## src/rtl/space_monsters_pkg.sv

```systemverilog
// Shared game-state codes and active-low seven-segment glyph constants.
package space_monsters_pkg;

  localparam logic [6:0] START   = 7'b0000001;
  localparam logic [6:0] L1I     = 7'b0000010;
  localparam logic [6:0] L1      = 7'b0000100;
  localparam logic [6:0] L2I     = 7'b0001000;
  localparam logic [6:0] L2      = 7'b0010000;
  localparam logic [6:0] SUCCESS = 7'b0100000;
  localparam logic [6:0] FAILED  = 7'b1000000;

  // Segments {g,f,e,d,c,b,a}, active-low.
  localparam logic [6:0] SEG_HEX [16] = '{
    7'h40, 7'h79, 7'h24, 7'h30, 7'h19, 7'h12, 7'h02, 7'h78,
    7'h00, 7'h10, 7'h08, 7'h03, 7'h46, 7'h21, 7'h06, 7'h0E
  };
  localparam logic [6:0] SEG_DASH  = 7'h3F;
  localparam logic [6:0] SEG_P     = 7'h0C;
  localparam logic [6:0] SEG_S     = 7'h12;
  localparam logic [6:0] SEG_F     = 7'h0E;
  localparam logic [6:0] SEG_E     = 7'h06;
  localparam logic [6:0] SEG_BLANK = 7'h7F;

  // Glyph codes 0..15 are hex digits; letters F/E reuse their hex codes.
  localparam logic [4:0] GLY_E     = 5'd14;
  localparam logic [4:0] GLY_F     = 5'd15;
  localparam logic [4:0] GLY_DASH  = 5'd16;
  localparam logic [4:0] GLY_P     = 5'd17;
  localparam logic [4:0] GLY_S     = 5'd18;
  localparam logic [4:0] GLY_BLANK = 5'd19;

endpackage

```

## src/rtl/seg7_decoder.sv

```systemverilog
// Combinational glyph-code to active-low seven-segment decoder.
module seg7_decoder
  import space_monsters_pkg::*;
(
  input  logic [4:0] i_glyph,
  output logic [6:0] o_seg
);

  always_comb begin
    o_seg = SEG_BLANK;
    if (!i_glyph[4]) begin
      o_seg = SEG_HEX[i_glyph[3:0]];
    end else begin
      case (i_glyph)
        GLY_DASH: o_seg = SEG_DASH;
        GLY_P:    o_seg = SEG_P;
        GLY_S:    o_seg = SEG_S;
        default:  o_seg = SEG_BLANK;
      endcase
    end
  end

endmodule

```

## src/rtl/score_display_driver.sv

```systemverilog
// Four-digit multiplexed display of score, level, session high score and game status,
// blinking the whole display in the end states.
module score_display_driver
  import space_monsters_pkg::*;
#(
  parameter int unsigned REFRESH_BITS = 18,
  parameter int unsigned BLINK_BITS   = 26
) (
  input  logic       clk,
  input  logic       rst_n,
  input  logic [3:0] score,
  input  logic [6:0] state,
  output logic [3:0] an,
  output logic [6:0] ssd,
  output logic       dp
);

  logic [6:0]              r_state;
  logic [6:0]              r_state_prev;
  logic [3:0]              r_score;
  logic [3:0]              r_high_score;
  logic [REFRESH_BITS-1:0] r_scan_cnt;
  logic [BLINK_BITS-1:0]   r_blink_cnt;
  logic [3:0]              r_an;
  logic [6:0]              r_ssd;
  logic                    r_dp;

  logic [1:0] w_idx;
  logic       w_end;
  logic       w_end_entry;
  logic       w_hs_live;
  logic       w_blank;
  logic [4:0] w_level;
  logic [4:0] w_status;
  logic [4:0] w_glyph;
  logic [6:0] w_seg;

  assign w_idx       = r_scan_cnt[REFRESH_BITS-1 -: 2];
  assign w_end       = (r_state == SUCCESS) || (r_state == FAILED);
  // Any change into an end state, including SUCCESS<->FAILED, restarts the blink period.
  assign w_end_entry = w_end && (r_state != r_state_prev);
  assign w_hs_live   = (r_state == L1) || (r_state == L2) || w_end;
  assign w_blank     = w_end && r_blink_cnt[BLINK_BITS-1];

  always_comb begin
    w_level = GLY_DASH;
    case (r_state)
      L1I, L1:          w_level = 5'd1;
      L2I, L2, SUCCESS: w_level = 5'd2;
      default:          w_level = GLY_DASH;
    endcase
  end

  always_comb begin
    w_status = GLY_E;
    case (r_state)
      START:            w_status = GLY_BLANK;
      L1I, L1, L2I, L2: w_status = GLY_P;
      SUCCESS:          w_status = GLY_S;
      FAILED:           w_status = GLY_F;
      default:          w_status = GLY_E;
    endcase
  end

  always_comb begin
    w_glyph = GLY_BLANK;
    case (w_idx)
      2'd0:    w_glyph = {1'b0, r_score};
      2'd1:    w_glyph = w_level;
      2'd2:    w_glyph = {1'b0, r_high_score};
      default: w_glyph = w_status;
    endcase
  end

  seg7_decoder u_seg7_decoder (
    .i_glyph (w_glyph),
    .o_seg   (w_seg)
  );

  always_ff @(posedge clk or negedge rst_n) begin
    if (!rst_n) begin
      r_state      <= START;
      r_state_prev <= START;
      r_score      <= 4'd0;
      r_high_score <= 4'd0;
      r_scan_cnt   <= '0;
      r_blink_cnt  <= '0;
    end else begin
      r_state      <= state;
      r_state_prev <= r_state;
      r_score      <= score;
      r_scan_cnt   <= r_scan_cnt + 1'b1;
      if (w_hs_live && (r_score > r_high_score)) begin
        r_high_score <= r_score;
      end
      if (w_end_entry) begin
        r_blink_cnt <= '0;
      end else begin
        r_blink_cnt <= r_blink_cnt + 1'b1;
      end
    end
  end

  always_ff @(posedge clk or negedge rst_n) begin
    if (!rst_n) begin
      r_an  <= 4'b1111;
      r_ssd <= SEG_BLANK;
      r_dp  <= 1'b1;
    end else if (w_blank) begin
      r_an  <= 4'b1111;
      r_ssd <= SEG_BLANK;
      r_dp  <= 1'b1;
    end else begin
      r_an  <= ~(4'b0001 << w_idx);
      r_ssd <= w_seg;
      r_dp  <= (w_idx != 2'd2);
    end
  end

  assign an  = r_an;
  assign ssd = r_ssd;
  assign dp  = r_dp;

endmodule

```

## config.mk

```make
export PLATFORM = sky130hd
export DESIGN_NAME = score_display_driver
export DESIGN_NICKNAME = d
export VERILOG_FILES = /design/src/rtl/space_monsters_pkg.sv /design/src/rtl/seg7_decoder.sv /design/src/rtl/score_display_driver.sv
export SDC_FILE = /design/constraint.sdc
export NUM_CORES = 1
export LEC_CHECK = 0
export BUFFER_PORTS_ARGS = -buffer_cell sky130_fd_sc_hd__buf_2
export CORE_MARGIN = 2
export CORE_UTILIZATION = 55
export DETAILED_ROUTE_END_ITERATION = 8
export PLACE_DENSITY = 0.73
export SLEW_MARGIN = 20
export SYNTH_ARGS = -nofsm -noshare
export SYNTH_HDL_FRONTEND = slang
export SYNTH_SLANG_ARGS = --single-unit
```

## constraint.sdc

```tcl
create_clock -name clk -period 8.37 [get_ports clk]
set_clock_uncertainty 0.15 [all_clocks]
set_input_delay 0.4185 -clock clk [delete_from_list [all_inputs] [get_ports clk]]
set_output_delay 0.4185 -clock clk [all_outputs]
set_load 0.02 [all_outputs]
```

* Word level (Yosys, flattened, before mapping)
Memory sizes are Yosys's and may differ from the RTL's.
Index checks and enable logic that the tools add are counted.
** Word-level totals
- Flip-flop bits (word level) :: 78
- ROM bits :: 112
- Output and inout port bits :: 12
- Logic and storage cells :: 52
- Memories kept :: 1
** Memory list
- (name not given) :: depth 16, bits a word 7, read ports 1, clocked after memory_dff 0, wr ports 0, line seg7_decoder.sv:12 : o_seg = SEG_HEX[i_glyph[3:0]];
** Cells by class
- $add $sub $neg :: 2
- Order comparisons :: 2
- Equality and inequality tests :: 14
- Shifts and indexed selects :: 1
- Multiplexer cells :: 11
- Bitwise operators :: 2
- Reductions and logical operators :: 10
** Operator list (count)
- two-way mux 7 bit :: 4
- adder 26 x 1 -> 26 bit, second input constant :: 1
- two-way mux 26 bit :: 1
- case mux 7 bit (3 select lines) :: 1
- case mux 5 bit (4 select lines) :: 1
- adder 18 x 1 -> 18 bit, second input constant :: 1
- equality test 5 bit, second input constant :: 3
- case mux 5 bit (3 select lines) :: 1
- case mux 5 bit (2 select lines) :: 1
- equality test 7 x 1 -> 1 bit, second input constant :: 1
- equality test 7 x 2 -> 1 bit, second input constant :: 1
- equality test 7 x 3 -> 1 bit, second input constant :: 1
- equality test 7 x 4 -> 1 bit, second input constant :: 1
- equality test 7 x 5 -> 1 bit, second input constant :: 1
- equality test 7 x 6 -> 1 bit, second input constant :: 1
- equality test 7 bit, second input constant :: 1
- inequality test 7 bit :: 1
- >= comparator 5 bit, second input constant :: 1
- inverter 4 -> 5 bit :: 1
- greater-than comparator 4 bit :: 1
- two-way mux 4 bit :: 1
- inverter 4 bit :: 1
- OR reduction 4 bit :: 1
- left shift 1 x 2 -> 4 bit, first input constant :: 1
- 9 further kinds :: 13

* Depth between registers and ports, before layout
- Word-level depth :: 10
- Depth in mapped cells :: 12
- Mapped depth without buffers :: 10

* By module
From an unflattened synthesis, not the netlist that was laid out.
** Second synthesis, totals
- Cells, all modules :: 361
- Area, all modules :: 3867.5 um2
** Modules (own cells, without submodules)
- score_display_driver :: times used 1, cells each 314, area an instance 3515.9 um2
- seg7_decoder :: times used 1, cells each 47, area an instance 351.6 um2

* Least setup slack after synthesis
Ideal clock, no wire load.
- Path type :: register to register
- From :: reg r_state[3]
- To :: reg r_ssd[2] (netlist: ssd[2])
- Arrival time :: 2.738 ns
- Setup slack :: 5.381 ns
- Stages on the path, launching flop included :: 10
- Path buffers :: 0
- Period minus slack after synthesis :: 2.989 ns
- Cells stage by stage :: dfrtp_1 > or4_4 > nor3_4 > a21oi_1 > a221oi_2 > inv_1 > ha_1 > or4_1 > o22ai_2 > o311ai_2
** Between the ends
- Longest elaborated chain between the ends :: 10
- Elaborated cells on any way between the ends :: 25
- Those cells by class :: 10 x eq/ne; 8 x mux; 1 x bitwise; 5 x reduce/logical; 1 x memory
** RTL lines
- from (decl) :: line score_display_driver.sv:18 : logic [6:0] r_state;
- from (signal assigned) :: line score_display_driver.sv:89 : r_state <= state;
- equality test 7 x 3 -> 1 bit (tied with other cells) :: line score_display_driver.sv:47, score_display_driver.sv:56
- OR reduction 4 bit (tied with other cells) :: line score_display_driver.sv:56 : case (r_state)
- case mux 5 bit (4 select lines) / case mux 5 bit (2 select lines) (equally long branches) :: line score_display_driver.sv:56, score_display_driver.sv:47
- case mux 5 bit (3 select lines) :: line score_display_driver.sv:67 : case (w_idx)
- inverter 4 -> 5 bit (implied by the code) :: line seg7_decoder.sv:12
- memory read (16 x 7 bit)
- two-way mux 7 bit (implied by the code) (2 in a row) :: line seg7_decoder.sv:12
- two-way mux 7 bit :: line seg7_decoder.sv:11 : if (!i_glyph[4]) begin
- two-way mux 7 bit * :: line score_display_driver.sv:109 : end else if (w_blank) begin
- to (signal assigned) :: line score_display_driver.sv:115 : r_ssd <= w_seg;
- to (decl) :: line score_display_driver.sv:25 : logic [6:0] r_ssd;
Every way passes the cells marked *; elsewhere a longest branch is shown, timed or not. The select of a mux whose other input is x is not followed.
A chain may end at the register's enable or synchronous reset.

* Worst setup path after layout
Ends and elaborated chain as after synthesis.

==> metrics <==
Async S/R FF share, synth=100%; Bufs on Longest Clock Path=2; Hold Path Origin=state[0]; Post-Syn Area=3940 um^2; post-CTS setup repair buffer count=0; register area share after synthesis=49.3%; Root Buffer Master=clkbuf_8; most frequent cells after synthesis=dfrtp_1, nor2_1, nand2_1; minimum clock period=3.48 ns; Finished Layout Cells=499; Die W=88.7 um; CP Class=reg -> reg; n_diodes=0; worst path bufs/invs=0; die footprint=7860 um^2; EDFF count, synth=0; Routed Antenna Nets=0; cell mode on critical path=a21oi_1; period utilization=41.6%; initial antenna violation count=0; via density per instance=5.56; Main synth FF type=dfrtp_1; Starting DRT DRC Count=108; count leader, synth=dfrtp_1; nets@finish=421; total track usage=19.6%; reg2reg start=r_state[3]$_DFF_PN0_; Worst-Margin Slew=1.01 ns; total gr overflow=0; Area Growth Syn to Fin=10.2%; normalized max-slew margin=33.0%; f_max=287 MHz; leak pwr=1.91 nW; RSZ-0062 raised after global routing=no; Cell Rows=30; Avg Cell Area, Syn=10.4 um^2; Placed Instances=483; Netlist cell types=58; synthesized net count=404; die height=88.7 um; Hold WC Path Type=in -> reg; clock latency at the later pin of the worst-skew pair=0.34 ns; core area=6870 um^2; Synth warnings=0; Core Util, Final=63.2%; crit end category=flip-flop; Synth area leaders=dfrtp_1, dfstp_2, xor2_1; drt first pass iters=4; layout cells sized above 1=16.4%; fin. max-slew vios=0; worst endpoint required time=8.47 ns; status=complete, no violations; first-pass GRT wire length=12000 um; Total Neg Setup Slack=0 ns; largest net degree at the start of global routing=78; vias in the first global route=2642; Setup WS post-layout=4.89 ns; hold_ws=0.0261 ns; share of the synthesized area in the top cell type=40.6%; CTS tree=built; vias after detailed routing=2772; Power per Cell Area=206 nW/um^2; GP Congestion=0.838; Crit. Startpoint=r_state[3]$_DFF_PN0_; clk sink count=77; Num CTS Buffers=9; Worst VDD drop=0.000145 V; clock-pin slew on the worst setup and hold paths=0.08 ns; Final HPWL DP=4590 um; crit path max-delay cell type=or4_4; Yosys top cell by area=dfrtp_1; I/O Buffers=24; Placement Cell Area=4090 um^2; final-report hold violation count=0; total wire length=6880 um; Yosys reg bits=77; WL per Instance=13.8 um; DRC Markers=0; overall power=0.897 mW; num ports=25; max-cap violation count=0; final design area excluding fillers=4340 um^2; Top delay family on crit path=simple AND/OR/NAND/NOR gates; post-synthesis instance total=381; Starting Density=57.4%; CP Cell Sequence=or4_4, nor3_4, a21oi_1, a221oi_2, ha_1, a21oi_1, or4_1, o22ai_2, o311ai_2; Place WS=4.93 ns; CP Max Fanout=16; Startpoint Class=flip-flop; Final Setup Violations=0; H-tree level count=3; slowest stage delay, CP=0.60 ns; Hold Buf Count CTS=0; Worst Path Arrival=3.58 ns; PostCTS Resize Cnt=0
-- final timing paths --
kind | slack (ns) | to | cells after the start
setup reg to reg | 4.89 | ssd[2]$_DFF_PN1_ | 9
hold / removal | 0.03 | r_state[0]$_DFF_PN1_ | 1
min in group asynchronous | 0.04 | r_state_prev[6]$_DFF_PN0_ | 1
hold reg to reg | 0.32 | r_state_prev[0]$_DFF_PN1_ | 0
setup / recovery | 4.89 | ssd[2]$_DFF_PN1_ | 9
max in group asynchronous | 7.41 | r_scan_cnt[17]$_DFF_PN0_ | 1
-- placed cells by master, fill, tap and decap left out, types with 11 or more instances in the layout --
master / count
a21oi_1: 12
and3_1: 15
buf_2: 23
clkbuf_8: 11
dfrtp_1: 64
dfstp_2: 13
inv_1: 11
nand2_1: 27
nand3_1: 16
nand4_1: 11
nor2_1: 37
o21ai_0: 15
xnor2_1: 23
xor2_1: 25
-- report_power, final --
group | internal, mW | switching, mW
combinational | 0.0514 | 0.0592
clock | 0.215 | 0.134
sequential | 0.406 | 0.0313
-- cell type report --
class / instances / area (um^2)
repair buffers: 24 / 123
flip-flops and latches: 77 / 1940
fillers: 569 / 2520
inverters: 11 / 41.3
clock inverters: 5 / 106
well taps: 96 / 120
clock buffers: 11 / 151
multi-input cells: 275 / 1860
-- routing by layer --
layer / vias to the layer above / global-route usage (%) / wire length [um] / part of all wire, %
li1: 1379 / - / - / -
met1: 1338 / 26.5 / 3260 / 47
met2: 43 / 31.3 / 3280 / 48
met3: 12 / 3.54 / 227 / 3.3
met4: 0 / 7.85 / 108 / 1.6
met5: - / 0 / 0 / 0
-- kinds of logic (layout without fill, tap and decap cells) --
| kind of cell | Yosys count | count (layout) | synth area share, % |
|---|---|---|---|
| compound gates | 65 | 65 | 12.3 |
| buf+inv | 29 | 51 | 3.58 |
| simple gates | 148 | 148 | 20.0 |
| xor+xnor | 48 | 48 | 10.7 |
| flops | 77 | 77 | 49.3 |
| fa+ha+maj | 10 | 10 | 3.17 |
| mux | 4 | 4 | 1.08 |
-- state kept, by name, indices dropped and copies added (netlist names) --
name	flops
an	3
dp	1
r_blink_cnt	26
r_high_score	4
r_scan_cnt	18
r_score	4
r_state	7
r_state_prev	7
ssd	7
(Power assumes the default switching activity.)
